==> src/rtl/vga_pkg.sv <==
// Shared constants and types for the VGA background engine.
package vga_pkg;

    localparam int H_SYNC_D   = 96;
    localparam int H_BP_D     = 48;
    localparam int H_ACTIVE_D = 640;
    localparam int H_FP_D     = 16;
    localparam int V_SYNC_D   = 2;
    localparam int V_BP_D     = 33;
    localparam int V_ACTIVE_D = 480;
    localparam int V_FP_D     = 10;

    localparam int ADDR_W  = 6;
    localparam int DATA_W  = 32;
    localparam int COORD_W = 11;

    localparam logic [ADDR_W-1:0] A_BG   = 6'd0;
    localparam logic [ADDR_W-1:0] A_CTRL = 6'd1;
    localparam logic [ADDR_W-1:0] A_RECT = 6'd8;

    typedef struct packed {
        logic [7:0] b;
        logic [7:0] g;
        logic [7:0] r;
    } rgb_t;

endpackage

==> src/rtl/vga_bg_engine_if.sv <==
// Register write channel with valid/ready handshake.
interface vga_bg_engine_if;
    import vga_pkg::*;

    logic              wr_valid;
    logic              wr_ready;
    logic [ADDR_W-1:0] wr_addr;
    logic [DATA_W-1:0] wr_data;

    modport master (output wr_valid, wr_addr, wr_data, input wr_ready);
    modport slave  (input wr_valid, wr_addr, wr_data, output wr_ready);

endinterface

==> src/rtl/vga_bg_engine_pix_ce_gen.sv <==
// Pixel clock-enable: one-clock strobe every DIV system clocks.
module pix_ce_gen #(
    parameter int DIV = 2
) (
    input  logic clk,
    input  logic rst_n,
    output logic ce
);
    localparam int CW = (DIV > 1) ? $clog2(DIV) : 1;
    localparam logic [CW-1:0] LAST = CW'(DIV - 1);

    logic [CW-1:0] cnt;

    always_ff @(posedge clk or negedge rst_n) begin
        if (!rst_n) begin
            cnt <= '0;
            ce  <= 1'b0;
        end else if (cnt == LAST) begin
            cnt <= '0;
            ce  <= 1'b1;
        end else begin
            cnt <= cnt + CW'(1);
            ce  <= 1'b0;
        end
    end

endmodule

==> src/rtl/vga_bg_engine.sv <==
// VGA timing generator with a background colour and prioritised
// rectangle layers, double-buffered and swapped at frame start.
module vga_bg_engine
    import vga_pkg::*;
#(
    parameter int DIV      = 2,
    parameter int H_SYNC   = H_SYNC_D,
    parameter int H_BP     = H_BP_D,
    parameter int H_ACTIVE = H_ACTIVE_D,
    parameter int H_FP     = H_FP_D,
    parameter int V_SYNC   = V_SYNC_D,
    parameter int V_BP     = V_BP_D,
    parameter int V_ACTIVE = V_ACTIVE_D,
    parameter int V_FP     = V_FP_D,
    parameter int SYNC_ACT = 0,
    parameter int COLOR_W  = 8,
    parameter int N_RECT   = 4
) (
    input  logic               clk,
    input  logic               rst_n,
    vga_bg_engine_if.slave     wr,
    output logic               o_hsync,
    output logic               o_vsync,
    output logic               o_de,
    output logic               o_pix_ce,
    output logic [COORD_W-1:0] o_x,
    output logic [COORD_W-1:0] o_y,
    output logic               o_frame_start,
    output logic [COLOR_W-1:0] o_red,
    output logic [COLOR_W-1:0] o_green,
    output logic [COLOR_W-1:0] o_blue
);
    localparam int CW3 = 3 * COLOR_W;
    localparam logic [11:0] HS_END = 12'(H_SYNC);
    localparam logic [11:0] HA0    = 12'(H_SYNC + H_BP);
    localparam logic [11:0] HA1    = 12'(H_SYNC + H_BP + H_ACTIVE);
    localparam logic [11:0] H_LAST = 12'(H_SYNC + H_BP + H_ACTIVE + H_FP - 1);
    localparam logic [11:0] VS_END = 12'(V_SYNC);
    localparam logic [11:0] VA0    = 12'(V_SYNC + V_BP);
    localparam logic [11:0] VA1    = 12'(V_SYNC + V_BP + V_ACTIVE);
    localparam logic [11:0] V_LAST = 12'(V_SYNC + V_BP + V_ACTIVE + V_FP - 1);
    localparam logic        SA     = (SYNC_ACT != 0);

    typedef struct packed {
        logic [15:0]    x0;
        logic [15:0]    x1;
        logic [15:0]    y0;
        logic [15:0]    y1;
        logic [CW3-1:0] col;
        logic           en;
    } rect_t;

    logic           ce;
    logic           pend;
    logic [11:0]    h;
    logic [11:0]    v;
    logic [CW3-1:0] stg_bg;
    logic [CW3-1:0] live_bg;
    rect_t          stg  [N_RECT];
    rect_t          live [N_RECT];

    pix_ce_gen #(.DIV(DIV)) u_ce (
        .clk   (clk),
        .rst_n (rst_n),
        .ce    (ce)
    );

    logic       acc;
    logic       bound;
    logic [5:0] roff;
    logic [3:0] ridx;
    logic       rhit;

    assign wr.wr_ready = !pend;
    assign acc   = wr.wr_valid && !pend;
    assign bound = ce && h == '0 && v == '0;
    assign roff  = wr.wr_addr - A_RECT;
    assign ridx  = roff[5:2];
    assign rhit  = wr.wr_addr >= A_RECT && ridx < 4'(N_RECT);

    // pend blocks the write port, so a copy and a write never coincide
    always_ff @(posedge clk or negedge rst_n) begin
        if (!rst_n) begin
            pend    <= 1'b0;
            stg_bg  <= '0;
            live_bg <= '0;
            for (int i = 0; i < N_RECT; i++) begin
                stg[i]  <= '0;
                live[i] <= '0;
            end
        end else begin
            if (bound && pend) begin
                pend    <= 1'b0;
                live_bg <= stg_bg;
                for (int i = 0; i < N_RECT; i++)
                    live[i] <= stg[i];
            end
            if (acc) begin
                unique case (1'b1)
                    wr.wr_addr == A_BG:   stg_bg <= wr.wr_data[CW3-1:0];
                    wr.wr_addr == A_CTRL: pend   <= wr.wr_data[0];
                    rhit: begin
                        for (int i = 0; i < N_RECT; i++) begin
                            if (ridx == 4'(i)) begin
                                unique case (roff[1:0])
                                    2'd0: begin
                                        stg[i].x0 <= wr.wr_data[15:0];
                                        stg[i].x1 <= wr.wr_data[31:16];
                                    end
                                    2'd1: begin
                                        stg[i].y0 <= wr.wr_data[15:0];
                                        stg[i].y1 <= wr.wr_data[31:16];
                                    end
                                    2'd2:    stg[i].col <= wr.wr_data[CW3-1:0];
                                    default: stg[i].en  <= wr.wr_data[0];
                                endcase
                            end
                        end
                    end
                    default: ;
                endcase
            end
        end
    end

    logic           act;
    logic [10:0]    hx;
    logic [10:0]    vy;
    logic [CW3-1:0] pix;

    assign act = h >= HA0 && h < HA1 && v >= VA0 && v < VA1;
    assign hx  = 11'(h - HA0);
    assign vy  = 11'(v - VA0);

    // walk from the back so the lowest index wins
    always_comb begin
        pix = live_bg;
        for (int i = N_RECT - 1; i >= 0; i--) begin
            if (live[i].en &&
                live[i].x0 <= {5'd0, hx} && {5'd0, hx} < live[i].x1 &&
                live[i].y0 <= {5'd0, vy} && {5'd0, vy} < live[i].y1)
                pix = live[i].col;
        end
    end

    always_ff @(posedge clk or negedge rst_n) begin
        if (!rst_n) begin
            h             <= '0;
            v             <= '0;
            o_hsync       <= !SA;
            o_vsync       <= !SA;
            o_de          <= 1'b0;
            o_frame_start <= 1'b0;
            o_pix_ce      <= 1'b0;
            o_x           <= '0;
            o_y           <= '0;
            o_red         <= '0;
            o_green       <= '0;
            o_blue        <= '0;
        end else begin
            o_pix_ce <= ce;
            if (ce) begin
                o_hsync       <= (h < HS_END) ? SA : !SA;
                o_vsync       <= (v < VS_END) ? SA : !SA;
                o_de          <= act;
                o_frame_start <= h == '0 && v == '0;
                o_x           <= act ? hx : '0;
                o_y           <= act ? vy : '0;
                {o_blue, o_green, o_red} <= act ? pix : '0;
                if (h == H_LAST) begin
                    h <= '0;
                    v <= (v == V_LAST) ? '0 : v + 12'd1;
                end else begin
                    h <= h + 12'd1;
                end
            end
        end
    end

endmodule

==> src/flat_wrapper.sv <==
// flat-port wrapper written by rule: the top's interface ports become plain ports
module vga_bg_engine_flat import vga_pkg::*;
#(
    parameter int DIV      = 2,
    parameter int H_SYNC   = H_SYNC_D,
    parameter int H_BP     = H_BP_D,
    parameter int H_ACTIVE = H_ACTIVE_D,
    parameter int H_FP     = H_FP_D,
    parameter int V_SYNC   = V_SYNC_D,
    parameter int V_BP     = V_BP_D,
    parameter int V_ACTIVE = V_ACTIVE_D,
    parameter int V_FP     = V_FP_D,
    parameter int SYNC_ACT = 0,
    parameter int COLOR_W  = 8,
    parameter int N_RECT   = 4
)
  (clk, rst_n, o_hsync, o_vsync, o_de, o_pix_ce, o_x, o_y, o_frame_start, o_red, o_green, o_blue, wr_wr_valid, wr_wr_addr, wr_wr_data, wr_wr_ready);
  vga_bg_engine_if wr_i ();
  input  logic clk;
  input  logic rst_n;
  output logic o_hsync;
  output logic o_vsync;
  output logic o_de;
  output logic o_pix_ce;
  output logic [COORD_W-1:0] o_x;
  output logic [COORD_W-1:0] o_y;
  output logic o_frame_start;
  output logic [COLOR_W-1:0] o_red;
  output logic [COLOR_W-1:0] o_green;
  output logic [COLOR_W-1:0] o_blue;
  input wire logic [$bits(wr_i.wr_valid)-1:0] wr_wr_valid;
  input wire logic [$bits(wr_i.wr_addr)-1:0] wr_wr_addr;
  input wire logic [$bits(wr_i.wr_data)-1:0] wr_wr_data;
  output wire logic [$bits(wr_i.wr_ready)-1:0] wr_wr_ready;
  assign wr_i.wr_valid = wr_wr_valid;
  assign wr_i.wr_addr = wr_wr_addr;
  assign wr_i.wr_data = wr_wr_data;
  assign wr_wr_ready = wr_i.wr_ready;
  vga_bg_engine #(.DIV(DIV), .H_SYNC(H_SYNC), .H_BP(H_BP), .H_ACTIVE(H_ACTIVE), .H_FP(H_FP), .V_SYNC(V_SYNC), .V_BP(V_BP), .V_ACTIVE(V_ACTIVE), .V_FP(V_FP), .SYNC_ACT(SYNC_ACT), .COLOR_W(COLOR_W), .N_RECT(N_RECT)) u_core (.clk(clk), .rst_n(rst_n), .wr(wr_i), .o_hsync(o_hsync), .o_vsync(o_vsync), .o_de(o_de), .o_pix_ce(o_pix_ce), .o_x(o_x), .o_y(o_y), .o_frame_start(o_frame_start), .o_red(o_red), .o_green(o_green), .o_blue(o_blue));
endmodule
==> config.mk <==
export PLATFORM = sky130hd
export DESIGN_NAME = vga_bg_engine_flat
export DESIGN_NICKNAME = d
export VERILOG_FILES = /design/src/rtl/vga_pkg.sv /design/src/rtl/vga_bg_engine_if.sv /design/src/rtl/vga_bg_engine_pix_ce_gen.sv /design/src/rtl/vga_bg_engine.sv /design/src/flat_wrapper.sv
export SDC_FILE = /design/constraint.sdc
export NUM_CORES = 1
export LEC_CHECK = 0
export ABC_AREA = 1
export CORE_MARGIN = 2
export CORE_UTILIZATION = 60
export CTS_CLUSTER_SIZE = 16
export DETAILED_ROUTE_END_ITERATION = 10
export GPL_ROUTABILITY_DRIVEN = 0
export HOLD_SLACK_MARGIN = 0.05
export PLACE_DENSITY_LB_ADDON = 0.15
export SLEW_MARGIN = 15
export SYNTH_ARGS = -nofsm -noshare
export SYNTH_HDL_FRONTEND = slang
export SYNTH_HIERARCHICAL = 1
export SYNTH_SLANG_ARGS = --single-unit
==> constraint.sdc <==
create_clock -name clk -period 7.43 [get_ports clk]
set_input_delay 1.1145 -clock clk [delete_from_list [all_inputs] [get_ports clk]]
set_output_delay 1.1145 -clock clk [all_outputs]
set_load 0.02 [all_outputs]
### Yosys cells after proc, flatten, opt, wreduce, memory -nomap -nowiden

Index checks and enable logic that the tools add are counted.

* register bits after elaboration: 838
* input port bits: 41
* output and inout bits: 52
* word-level logic and storage cells: 170

* add/subtract/negate cells: 6
* $lt $le $gt $ge: 24
* equal/unequal tests: 8
* muxes and demuxes: 16
* bitwise gates (word level): 1
* reductions and logical operators: 50

Operators with widths (number)
* <= comparator 16 x 11 -> 1 bit: 8
* less-than comparator 11 x 16 -> 1 bit: 8
* 2-to-1 mux 24 bit: 5
* AND reduction 4 bit: 16
* logical AND 1 bit: 25
* adder 12 x 1 -> 12 bit, second input constant: 2
* == test 12 x 10 -> 1 bit, second input constant: 2
* zero test 12 bit: 2
* less-than comparator 12 x 10 -> 1 bit, second input constant: 2
* 2-to-1 mux 12 bit: 2
* 2-to-1 mux 11 bit: 2
* greater-or-equal comparator 12 x 6 -> 1 bit, second input constant: 1
* greater-or-equal comparator 12 x 8 -> 1 bit, second input constant: 1
* less-than comparator 12 x 2 -> 1 bit, second input constant: 1
* less-than comparator 12 x 7 -> 1 bit, second input constant: 1
* subtractor 11 x 6 -> 11 bit, second input constant: 1
* subtractor 11 x 8 -> 11 bit, second input constant: 1
* == test 4 x 2 -> 1 bit, second input constant: 2
* 2-to-1 mux 1 bit: 7
* == test 6 x 1 -> 1 bit, second input constant: 1
* greater-or-equal comparator 6 x 4 -> 1 bit, second input constant: 1
* zero test 6 bit: 1
* subtractor 6 x 4 -> 6 bit, second input constant: 1
* == test 4 x 1 -> 1 bit, second input constant: 1
* other kinds (10): 11

### Depth between registers and ports, before layout

* word-level depth: 11
* mapped depth: 29
* gate-level depth less buffers: 28

### By module

Netlist, hierarchy kept.

Modules (own cells, without submodules)
* vga_bg_engine: times used 1, cells each 3562, area an instance 38037.7 um^2
* pix_ce_gen: times used 1, cells each 3, area an instance 53.8 um^2

### Worst setup path after synthesis

No wires, ideal clock.

* kind: flip-flop to flip-flop
* from: reg u_core.h[4]
* to: reg u_core.o_blue[1]
* data arrival time: 3057 ps
* data required time: 7314 ps
* path slack: 4257 ps
* stages on the path, launching flop included: 21
* buffers on the path: 2
* period minus slack after synthesis: 3173 ps
* path through: dfrtp_1 -> inv_1 -> ha_1 -> nand2_2 -> nand2_1 -> nand3b_1 -> xor2_1 -> inv_1 -> ha_1 -> nand2_1 -> nor2_1 -> a21oi_1 -> nor2_1 -> a21oi_1 -> nand4_1 -> buf_2 -> buf_2 -> o21bai_1 -> clkinv_1 -> nand2_1 -> nand2_1

* longest elaborated chain between the ends: 11
* elaborated cells between the ends (all ways): 35

Ends and longest elaborated chain
* start: declaration: RTL line vga_bg_engine.sv:55 `logic [11:0] h;`
* start signal: assignment: RTL line vga_bg_engine.sv:174 `h <= h + 12'd1;`
* subtractor 11 x 8 -> 11 bit: RTL line vga_bg_engine.sv:132 `assign hx = 11'(h - HA0);`
* <= comparator 16 x 11 -> 1 bit: RTL line vga_bg_engine.sv:140 `live[i].x0 <= {5'd0, hx} && {5'd0, hx} < live[i].x1 &&`
* logical AND 1 bit: RTL line vga_bg_engine.sv:139 `if (live[i].en &&`
* logical AND 1 bit (2 in a row): RTL line vga_bg_engine.sv:140
* logical AND 1 bit: RTL line vga_bg_engine.sv:141 `live[i].y0 <= {5'd0, vy} && {5'd0, vy} < live[i].y1)`
* 2-to-1 mux 24 bit (4 in a row): RTL line vga_bg_engine.sv:139
* 2-to-1 mux 24 bit (*): RTL line vga_bg_engine.sv:169 `{o_blue, o_green, o_red} <= act ? pix : '0;`
* end signal: assignment: RTL line vga_bg_engine.sv:169
* end: declaration: RTL line vga_bg_engine.sv:31 `output logic [COLOR_W-1:0] o_blue`

Every way passes the cells marked *; elsewhere a longest branch is shown, timed or not.
A chain may end at the register's enable or synchronous reset.

### Final worst setup path

* from: reg u_core.v[0]
* to: reg u_core.o_red[3]

* longest elaborated chain between the ends: 9
* elaborated cells between the ends (all ways): 26

Ends and longest elaborated chain
* start: declaration: RTL line vga_bg_engine.sv:56 `logic [11:0] v;`
* start signal: assignment: RTL line vga_bg_engine.sv:172 `v <= (v == V_LAST) ? '0 : v + 12'd1;`
* subtractor 11 x 6 -> 11 bit: RTL line vga_bg_engine.sv:133 `assign vy = 11'(v - VA0);`
* <= comparator 16 x 11 -> 1 bit: RTL line vga_bg_engine.sv:141
* logical AND 1 bit: RTL line vga_bg_engine.sv:140
* logical AND 1 bit: RTL line vga_bg_engine.sv:141
* 2-to-1 mux 24 bit (4 in a row): RTL line vga_bg_engine.sv:139
* 2-to-1 mux 24 bit (*): RTL line vga_bg_engine.sv:169
* end signal: assignment: RTL line vga_bg_engine.sv:169
* end: declaration: RTL line vga_bg_engine.sv:29 `output logic [COLOR_W-1:0] o_red,`

Marked as above.

==> impl_metrics.env <==
export IMPL_crit_arrival_ns=5.66
export IMPL_synth_edff_count=0
export IMPL_track_usage_pct=30.4
export IMPL_power_leakage_nw=21.9
export IMPL_cts_sinks=838
export IMPL_dieArea_um2=65500
export IMPL_syn_area_per_cell_um2=10.7
export IMPL_via_per_inst=5.83
export IMPL_grt_ovfl_total=0
export IMPL_areaGrowthSynthToFinish_pct=12.0
export IMPL_die_w_um=256
export IMPL_ctsHoldBuffers=0
export IMPL_max_slew_margin_pct=18.2
export IMPL_instances_no_fill=4515
export IMPL_critPathLaunch="u_core/v[0]"
export IMPL_tns_ns=0
export IMPL_dr_total_vias=26344
export IMPL_fillCellCount=4669
export IMPL_cp_slowest_cell="nand2_1"
export IMPL_synthFlopType="dfrtp_1"
export IMPL_layout_common_cells="dfrtp_1 (836), nand2_1 (757), o21ai_0 (409)"
export IMPL_slowest_delay_ns=0.85
export IMPL_place_inst=4350
export IMPL_cts_resized=0
export IMPL_rows=92
export IMPL_cts_buffers=88
export IMPL_met2_usage_pct=46.5
export IMPL_cts_setup_buffers=0
export IMPL_rsz0062_at_grt="no"
export IMPL_nets=3812
export IMPL_wl_per_cell_um=21.8
export IMPL_utilization_pct=67.7
export IMPL_syn_nets=3783
export IMPL_cp_cell_sequence="ha_1, nor2_1, nand2_1, nand2_1, nand3_1, xor2_1, ha_1, nand2_1, nor2_1, a21oi_1, nand2_1, nand2_1, nand4_2, nand3_1, nand3_1, nand2_1, nand2_1, nand2_1"
export IMPL_port_buffers=92
export IMPL_start_util_pct=60.5
export IMPL_drc=0
export IMPL_grt_busiest_layer="met2"
export IMPL_ys_warn_count=6
export IMPL_layout_commonest_cell="dfrtp_1"
export IMPL_syn_area_um2=38100
export IMPL_max_cap_viol_count=0
export IMPL_power_density_nw_per_um2=230
export IMPL_grt_pass1_vias=26396
export IMPL_criticalPathCategory="reg2reg"
export IMPL_path_common_cell="nand2_1"
export IMPL_status="finished, final reports clean"
export IMPL_cts_root_buf="clkbuf_16"
export IMPL_cp_end_kind="flop"
export IMPL_drv_slew=0
export IMPL_setup_violations_final=0
export IMPL_worstSetupStartpointType="flop"
export IMPL_hold_viol=0
export IMPL_cts_tree="yes"
export IMPL_ant_nets=0
export IMPL_dr_pass1_iters=8
export IMPL_met3_usage_pct=5.37
export IMPL_min_from="u_core/u_ce/cnt"
export IMPL_cts_max_level=3
export IMPL_tightest_slew_ns=1.23
export IMPL_clock_latency_ns=0.65
export IMPL_skew_ns=0.0260
export IMPL_synth_distinct_cells=50
export IMPL_routed_wl_mm=98.5
export IMPL_fmax_mhz=196
export IMPL_clkTransAtPathRegs_ns=0.06
export IMPL_drive_gt1_share_pct=16.5
export IMPL_min_period_over_period_pct=68.5
export IMPL_min_period_ns=5.09
export IMPL_hold_path_class="reg2reg"
export IMPL_async_flop_share_pct=100
export IMPL_grt_pass1_wl_mm=155
export IMPL_grt_max_degree=199
export IMPL_dpl_hpwl_mm=63.1
export IMPL_antenna_found_initial=5
export IMPL_hold_ws_ns=0.388
export IMPL_vdd_drop_max_v=0.000172
export IMPL_core_area_um2=63000
export IMPL_critPathRequiredTime_ns=8.00
export IMPL_clock_path_buffers=3
export IMPL_drt_iter0_drc=2964
export IMPL_io_pins=93
export IMPL_met1_usage_pct=44.7
export IMPL_fin_total_pwr_mw=9.82
export IMPL_die_height_um=256
export IMPL_ys_ff_latch=838
export IMPL_synth_seq_area_share_pct=55.1
export IMPL_r2r_start="u_core/v[0]"
export IMPL_cp_max_fo=25
export IMPL_synthCells=3565
==> sequential cells by signal (all words and copies together) (netlist names) <==
name                  cells
u_core/o_blue             8
u_core/o_pix_ce           1
u_core/o_green            8
u_core/u_ce/ce            1
u_core/u_ce/cnt           1
u_core/o_y               11
u_core/live_bg           24
u_core/o_de               1
u_core/o_red              8
u_core/live             356
u_core/o_frame_start      1
u_core/o_hsync            1
u_core/v                 12
u_core/stg_bg            24
u_core/o_vsync            1
u_core/h                 12
u_core/pend               1
u_core/o_x               11
u_core/stg              356
==> cells by family after synthesis <==
logic type / share of synthesized area [%]
AO/OA/AOI/OAI: 7.95
multiplexers: 13.2
buffers and inverters: 5.41
adder cells (fa/ha/maj): 5.81
flip-flops: 55.1
XOR/XNOR: 0.345
AND/OR/NAND/NOR: 12.2
==> worst max-delay path, delay by kind of cell (launching register included) <==
| family | cells | cell delay, ns |
|---|---|---|
| XOR/XNOR | 1 | 0.56 |
| flip-flops | 1 | 0.48 |
| adder cells (fa/ha/maj) | 2 | 0.67 |
| AO/OA/AOI/OAI | 1 | 0.11 |
| AND/OR/NAND/NOR | 14 | 3.17 |
==> final cells by class <==
class	instances	area, um2	share of cell area (%)
diodes	2	5.00	0.0117
clock buffers	125	2590	6.08
clock inverters	38	571	1.34
inverters	296	1110	2.61
multi-input cells	2246	15100	35.4
flip-flops and latches	838	21000	49.2
well taps	846	1060	2.48
repair buffers	124	1230	2.88
==> synth_stat cells (12+ instances only) <==
cell	count	share of area (%)
a21oi_1	92	1.2
buf_2	56	0.74
buf_6	24	0.71
clkbuf_1	104	1.0
dfrtp_1	836	55
ha_1	177	5.8
inv_1	288	2.8
mux2_2	180	5.3
mux2_4	200	7.9
nand2_1	765	7.5
nand3_1	76	1.0
nand4_1	90	1.5
nor2_1	105	1.0
nor3_1	21	0.28
nor4_1	12	0.20
o21ai_0	409	5.4
o21ai_1	13	0.17
o21bai_1	27	0.53
xor2_1	12	0.28
==> stage by stage <==
step / setup slack (ns) / cell area (um2)
finish: 2.34 / 42700
global route: 1.96 / 42600
CTS: 2.32 / 42600
detailed placement: 2.41 / 39500
global placement: 2.65 / 39500
floorplan: 4.26 / 38100
==> path summary, 6_finish.rpt <==
check                                       end  slack, ns  depth (start not counted)
worst min-delay path             u_core/u_ce/ce       0.39                          0
worst max-delay path            u_core/o_red[3]       2.34                         18
worst max register to register  u_core/o_red[3]       2.34                         18
max in group asynchronous       u_core/live[84]       5.28                          2
min in group asynchronous       u_core/stg[337]       0.54                          1
worst min register to register   u_core/u_ce/ce       0.39                          0
==> routing by layer <==
metal | share of wire (%) | wire [um]
met5 | 0.013 | 13
met4 | 2.9 | 2840
met3 | 7.2 | 7060
met2 | 45 | 44600
met1 | 45 | 44000
==> where the power goes <==
group / switching (mW) / total (mW) / leakage (nW) / internal (mW)
Sequential: 0.0774 / 4.78 / 11.6 / 4.70
Combinational: 0.226 / 0.312 / 8.72 / 0.0862
Clock: 1.84 / 4.73 / 1.57 / 2.89
Total: 2.14 / 9.82 / 21.9 / 7.68
Power figures use the tool's default switching activity.
